$ cat config.mk
export PLATFORM = sky130hd
export DESIGN_NAME = vga_sync_decoder
export DESIGN_NICKNAME = d
export VERILOG_FILES = /design/src/rtl/vga_sync_decoder.sv
export SDC_FILE = /design/constraint.sdc
export NUM_CORES = 1
export LEC_CHECK = 0
export CORE_ASPECT_RATIO = 0.7
export CORE_MARGIN = 10
export CORE_UTILIZATION = 40
export DETAILED_ROUTE_END_ITERATION = 8
export PLACE_DENSITY = 0.72
export SLEW_MARGIN = 20
export SYNTH_ARGS = -nofsm -noshare
export SYNTH_HDL_FRONTEND = slang
export SYNTH_SLANG_ARGS = --single-unit
export TNS_END_PERCENT = 10
$ cat constraint.sdc
create_clock -name iCLK -period 13.9 [get_ports iCLK]
set_input_delay 4.17 -clock iCLK [delete_from_list [all_inputs] [get_ports iCLK]]
set_output_delay 4.17 -clock iCLK [all_outputs]
set_load 0.1 [all_outputs]
$ cat src/rtl/vga_sync_decoder.sv
// VGA timing decoder: measures line/frame geometry from the syncs, locks on
// two identical frames and re-emits qualified pixels with active X/Y indices.
module vga_sync_decoder #(
    parameter int CW      = 13,
    parameter int TIMEOUT = 4096
) (
    input  logic          iCLK,
    input  logic          iRST,
    input  logic          iVGA_H_SYNC,
    input  logic          iVGA_V_SYNC,
    input  logic          iVGA_BLANK,
    input  logic [7:0]    iRed,
    input  logic [7:0]    iGreen,
    input  logic [7:0]    iBlue,
    output logic [7:0]    oR,
    output logic [7:0]    oG,
    output logic [7:0]    oB,
    output logic          oPixValid,
    output logic [CW-1:0] oX,
    output logic [CW-1:0] oY,
    output logic          oFrameStart,
    output logic [CW-1:0] oLineTotal,
    output logic [CW-1:0] oFrameLines,
    output logic [CW-1:0] oActWidth,
    output logic [CW-1:0] oActHeight,
    output logic          oLocked
);

    localparam int TW = $clog2(TIMEOUT + 1);
    localparam logic [TW-1:0] TO_LAST = TW'(TIMEOUT - 1);

    typedef enum logic [1:0] {
        SEARCH,
        MEASURE,
        CHECK,
        LOCKED
    } state_t;

    state_t state;

    logic          hsD1, vsD1, blankD1;
    logic [7:0]    rD1, gD1, bD1;
    logic [CW-1:0] hcnt, xcnt, yIdx;
    logic [CW-1:0] lineCnt, lastLen, maxRun;
    logic [TW-1:0] noHs;
    logic [CW-1:0] snapLT, snapFL, snapW, snapH;

    function automatic logic [CW-1:0] satInc(input logic [CW-1:0] v);
        return (v == '1) ? v : v + 1'b1;
    endfunction

    logic          hsFall, vsFall, blankRise, blankFall;
    logic [CW-1:0] lineLen, run;
    logic [CW-1:0] linesNow, lastNow, widthNow, heightNow;
    logic          match, timedOut;

    assign hsFall    = hsD1 & ~iVGA_H_SYNC;
    assign vsFall    = vsD1 & ~iVGA_V_SYNC;
    assign blankRise = iVGA_BLANK & ~blankD1;
    assign blankFall = ~iVGA_BLANK & blankD1;

    assign lineLen = satInc(hcnt);
    assign run     = satInc(xcnt);

    // Closing-frame values include any edge seen in this very cycle
    assign linesNow  = hsFall ? satInc(lineCnt) : lineCnt;
    assign lastNow   = hsFall ? lineLen : lastLen;
    assign widthNow  = (blankFall && run > maxRun) ? run : maxRun;
    assign heightNow = blankFall ? satInc(yIdx) : yIdx;

    assign match = (linesNow == snapFL) && (lastNow == snapLT) &&
                   (widthNow == snapW) && (heightNow == snapH);

    assign timedOut = (state != SEARCH) && !hsFall && (noHs >= TO_LAST);

    assign oPixValid = blankD1 & oLocked;
    assign oR = oPixValid ? rD1 : 8'd0;
    assign oG = oPixValid ? gD1 : 8'd0;
    assign oB = oPixValid ? bD1 : 8'd0;
    assign oX = xcnt;
    assign oY = yIdx;

    always_ff @(posedge iCLK) begin
        if (iRST) begin
            state       <= SEARCH;
            hsD1        <= 1'b1;
            vsD1        <= 1'b1;
            blankD1     <= 1'b0;
            rD1         <= '0;
            gD1         <= '0;
            bD1         <= '0;
            hcnt        <= '0;
            xcnt        <= '0;
            yIdx        <= '0;
            lineCnt     <= '0;
            lastLen     <= '0;
            maxRun      <= '0;
            noHs        <= '0;
            snapLT      <= '0;
            snapFL      <= '0;
            snapW       <= '0;
            snapH       <= '0;
            oLineTotal  <= '0;
            oFrameLines <= '0;
            oActWidth   <= '0;
            oActHeight  <= '0;
            oFrameStart <= 1'b0;
            oLocked     <= 1'b0;
        end else begin
            hsD1        <= iVGA_H_SYNC;
            vsD1        <= iVGA_V_SYNC;
            blankD1     <= iVGA_BLANK;
            rD1         <= iRed;
            gD1         <= iGreen;
            bD1         <= iBlue;
            oFrameStart <= vsFall;

            hcnt <= hsFall ? '0 : satInc(hcnt);
            noHs <= hsFall ? '0 : ((noHs == '1) ? noHs : noHs + 1'b1);

            if (blankRise)
                xcnt <= '0;
            else if (iVGA_BLANK)
                xcnt <= satInc(xcnt);

            // yIdx doubles as the per-frame active-line count
            if (vsFall) begin
                lineCnt <= '0;
                lastLen <= '0;
                maxRun  <= '0;
                yIdx    <= '0;
            end else begin
                lineCnt <= linesNow;
                lastLen <= lastNow;
                maxRun  <= widthNow;
                yIdx    <= heightNow;
            end

            if (timedOut) begin
                state   <= SEARCH;
                oLocked <= 1'b0;
            end else if (vsFall) begin
                unique case (state)
                    SEARCH: begin
                        state <= MEASURE;
                    end
                    MEASURE: begin
                        state <= CHECK;
                    end
                    CHECK: begin
                        if (match) begin
                            state   <= LOCKED;
                            oLocked <= 1'b1;
                        end
                    end
                    LOCKED: begin
                        if (!match) begin
                            state   <= CHECK;
                            oLocked <= 1'b0;
                        end
                    end
                    default: begin
                        state   <= SEARCH;
                        oLocked <= 1'b0;
                    end
                endcase

                if (state != SEARCH) begin
                    snapLT <= lastNow;
                    snapFL <= linesNow;
                    snapW  <= widthNow;
                    snapH  <= heightNow;
                end

                if ((state == CHECK || state == LOCKED) && match) begin
                    oLineTotal  <= lastNow;
                    oFrameLines <= linesNow;
                    oActWidth   <= widthNow;
                    oActHeight  <= heightNow;
                end
            end
        end
    end

endmodule

==> results.json <==
{
  "hold_buffers": 0,
  "powerDensity_nw_per_um2": 104,
  "grt_pass1_vias": 9207,
  "yosysTopAreaCellShare": 0.400,
  "antenna_found_initial": 1,
  "grt_overflow": 0,
  "rsz0062_at_grt": "false",
  "synthToLayoutAreaGrowth_pct": 19.6,
  "slew_headroom": 0.284,
  "period_minus_slack_ns": 8.18,
  "clock_sinks": 226,
  "tns_ns": 0,
  "cp-end-kind": "flop",
  "fp.dieW_um": 221,
  "syn-cell-area_um2": 11300,
  "routed_via_density": 5.49,
  "synth_edf_count": 0,
  "avgSynthCellArea_um2": 8.51,
  "root_buffer": "clkbuf_16",
  "cp-start-kind": "input port",
  "synth_flop_cell": "dfxtp_1",
  "ys_seq_area_frac": 0.400,
  "ys_ff_latch": 226,
  "h-tree-depth": 1,
  "drtPass1Iterations": 5,
  "p_clk_frac": 0.443,
  "cp.arrival_ns": 8.58,
  "yosys.area_share.adder": 0.0199,
  "clk_latency_ns": 0.53,
  "diodes": 0,
  "final_nets": 1453,
  "rows": 51,
  "drt_iter0_drc": 811,
  "grt_pass1_wl_um": 53100,
  "grt_use_total": 0.180,
  "synth_compound_area_frac": 0.130,
  "synth_area_leader_cell": "dfxtp_1",
  "p_sw_uw": 352,
  "leakage_uw": 0.00501,
  "cts_tree": "done",
  "synth_top_family_by_area": "simple AND/OR/NAND/NOR gates",
  "critical_path_class": "in2reg",
  "dr_total_vias": 9838,
  "p_seq_frac": 0.479,
  "finalHoldViolCount": 0,
  "synthTopCellsByArea": "dfxtp_1 40%, nor2_1 7.9%, nor2b_1 4.6%",
  "dp_cells": 1752,
  "synthTopCellsByCount": "237 x nor2_1, 226 x dfxtp_1, 84 x nor2b_1",
  "synth_async_sr_flop_share": 0,
  "hpwl_um": 24100,
  "synth_most_common_cell": "nor2_1",
  "setup_violations": 0,
  "drc": 0,
  "drv_slew": 0,
  "critPathMaxFanout": 19,
  "p_int_uw": 1050,
  "required_ns": 14.30,
  "gp_congestion": 0.938,
  "yosys.cell_types.count": 83,
  "power_uw": 1400,
  "wl_per_cell_um": 18.6,
  "synth-xor-area-share": 0.0678,
  "die_h_um": 161,
  "io_pins": 134,
  "core_um2": 27800,
  "clock_skew_ns": 0.0104,
  "cp_cell_sequence": "clkdlybuf4s50_1 -> buf_4 -> nor2b_1 -> o31a_1 -> o21a_1 -> mux2i_1 -> o21ai_0 -> nor4_4 -> nand4_2 -> mux2_1",
  "die_area_um2": 35500,
  "dpl-instance-area_um2": 12800,
  "fin_cells": 1793,
  "power_frac_comb": 0.078,
  "routed_wl_um": 33400,
  "period_share": 0.588,
  "yosys.area_share.simple": 0.275,
  "drtAntennaViolNets": 0,
  "post_cts_resized": 0,
  "tightestPinTransition_ns": 1.07,
  "yosysWarnings": 0,
  "syn-num-nets": 1375,
  "io_buffers": 133,
  "grt_max_degree": 113,
  "timing.critical_path.slowest_cell_delay_ns": 0.62,
  "cts_buffers": 23,
  "status": "completed",
  "crit_slowest_cell": "nand4_2",
  "initial_core_util": 0.406,
  "drive_gt1_frac": 0.0499,
  "swShare": 0.251,
  "max_freq_ghz": 0.122,
  "irDropWorstVdd_mv": 0.0721,
  "postSynthCellCount": 1328,
  "fin_area_um2": 13500,
  "maxCapViolCount": 0,
  "cts.path.max_buffers": 3,
  "synthMuxAreaShare": 0.0626,
  "hold_class": "reg2reg",
  "clk_pin_slew_ns": 0.06,
  "post_cts_buffers": 0
}
[cell families (layout without fill, tap and decap cells)]
logic type,count (synthesis),count (layout)
fa+ha+maj,18,18
buf+inv,119,213
simple gates,604,604
mux,65,65
xor+xnor,86,86
compound gates,210,210
flops,226,226
[per-layer routing]
layer,wire (um),vias up,global-route usage
met5,0,-,0
met2,14000,338,0.272
met1,16200,4672,0.259
met3,2620,38,0.0384
li1,-,4790,-
met4,550,0,0.0345
[cell usage in the layout (no fill, tap or decap), drive strengths merged, types with 5 or more instances in the layout]
cell type	count
or2	7
nand4	34
xnor2	53
ha	18
clkdlybuf4s50	132
nand2b	19
mux2i	19
dfxtp	226
a21oi	56
nor4	11
and3	41
nand3	42
o21a	7
inv	32
nor3	15
or4	6
clkbuf	31
and2	9
nor2b	84
xor2	32
o21ai	29
mux2	46
or3	8
o32ai	6
buf	9
nor2	237
o31a	8
a31oi	8
clkinv	5
a211oi	41
nand2	65
and4	14
a41oi	6
[power by group through the flow]
stage	registers [uW]	clock network (uW)	logic, uW
after floorplan	688	0	73.6
after global placement	686	0	105
after detailed placement	687	0	108
after CTS	672	635	108
after global routing	674	661	119
final	673	621	109
[stage by stage]
stage	setup WS [ns]	hold WS [ns]	utilization
2_1_floorplan	6.85	0.434	-
3_3_place_gp	5.20	0.456	0.459
3_5_place_dp	4.96	0.468	0.459
4_1_cts	5.51	0.478	0.486
5_1_grt	5.51	0.501	0.486
6_report	5.72	0.476	0.486
[cell type report]
cell class	count	area (um2)
sequential	226	4520
tap	371	464
fill	2724	14300
clock inverter	10	86.3
clock buffer	31	656
multi-input combinational	983	6280
timing repair buffer	141	1390
inverter	31	116
[worst max-delay path: cells and delay by family]
family	cells	cell delay (ns)
compound gates	3	1.16
buf+inv	2	0.62
mux	2	0.98
simple gates	3	1.62
[final timing paths]
| path | start | endpoint | slack (ns) | cells past startpoint |
|---|---|---|---|---|
| max | iVGA_BLANK | oFrameLines[4] | 5.72 | 10 |
| min | oLineTotal[7] | oLineTotal[7] | 0.48 | 2 |
| max reg2reg | oX[8] | oFrameLines[4] | 7.75 | 14 |
| min reg2reg | oLineTotal[7] | oLineTotal[7] | 0.48 | 2 |
Note: power is estimated with default switching activity, not from simulation.
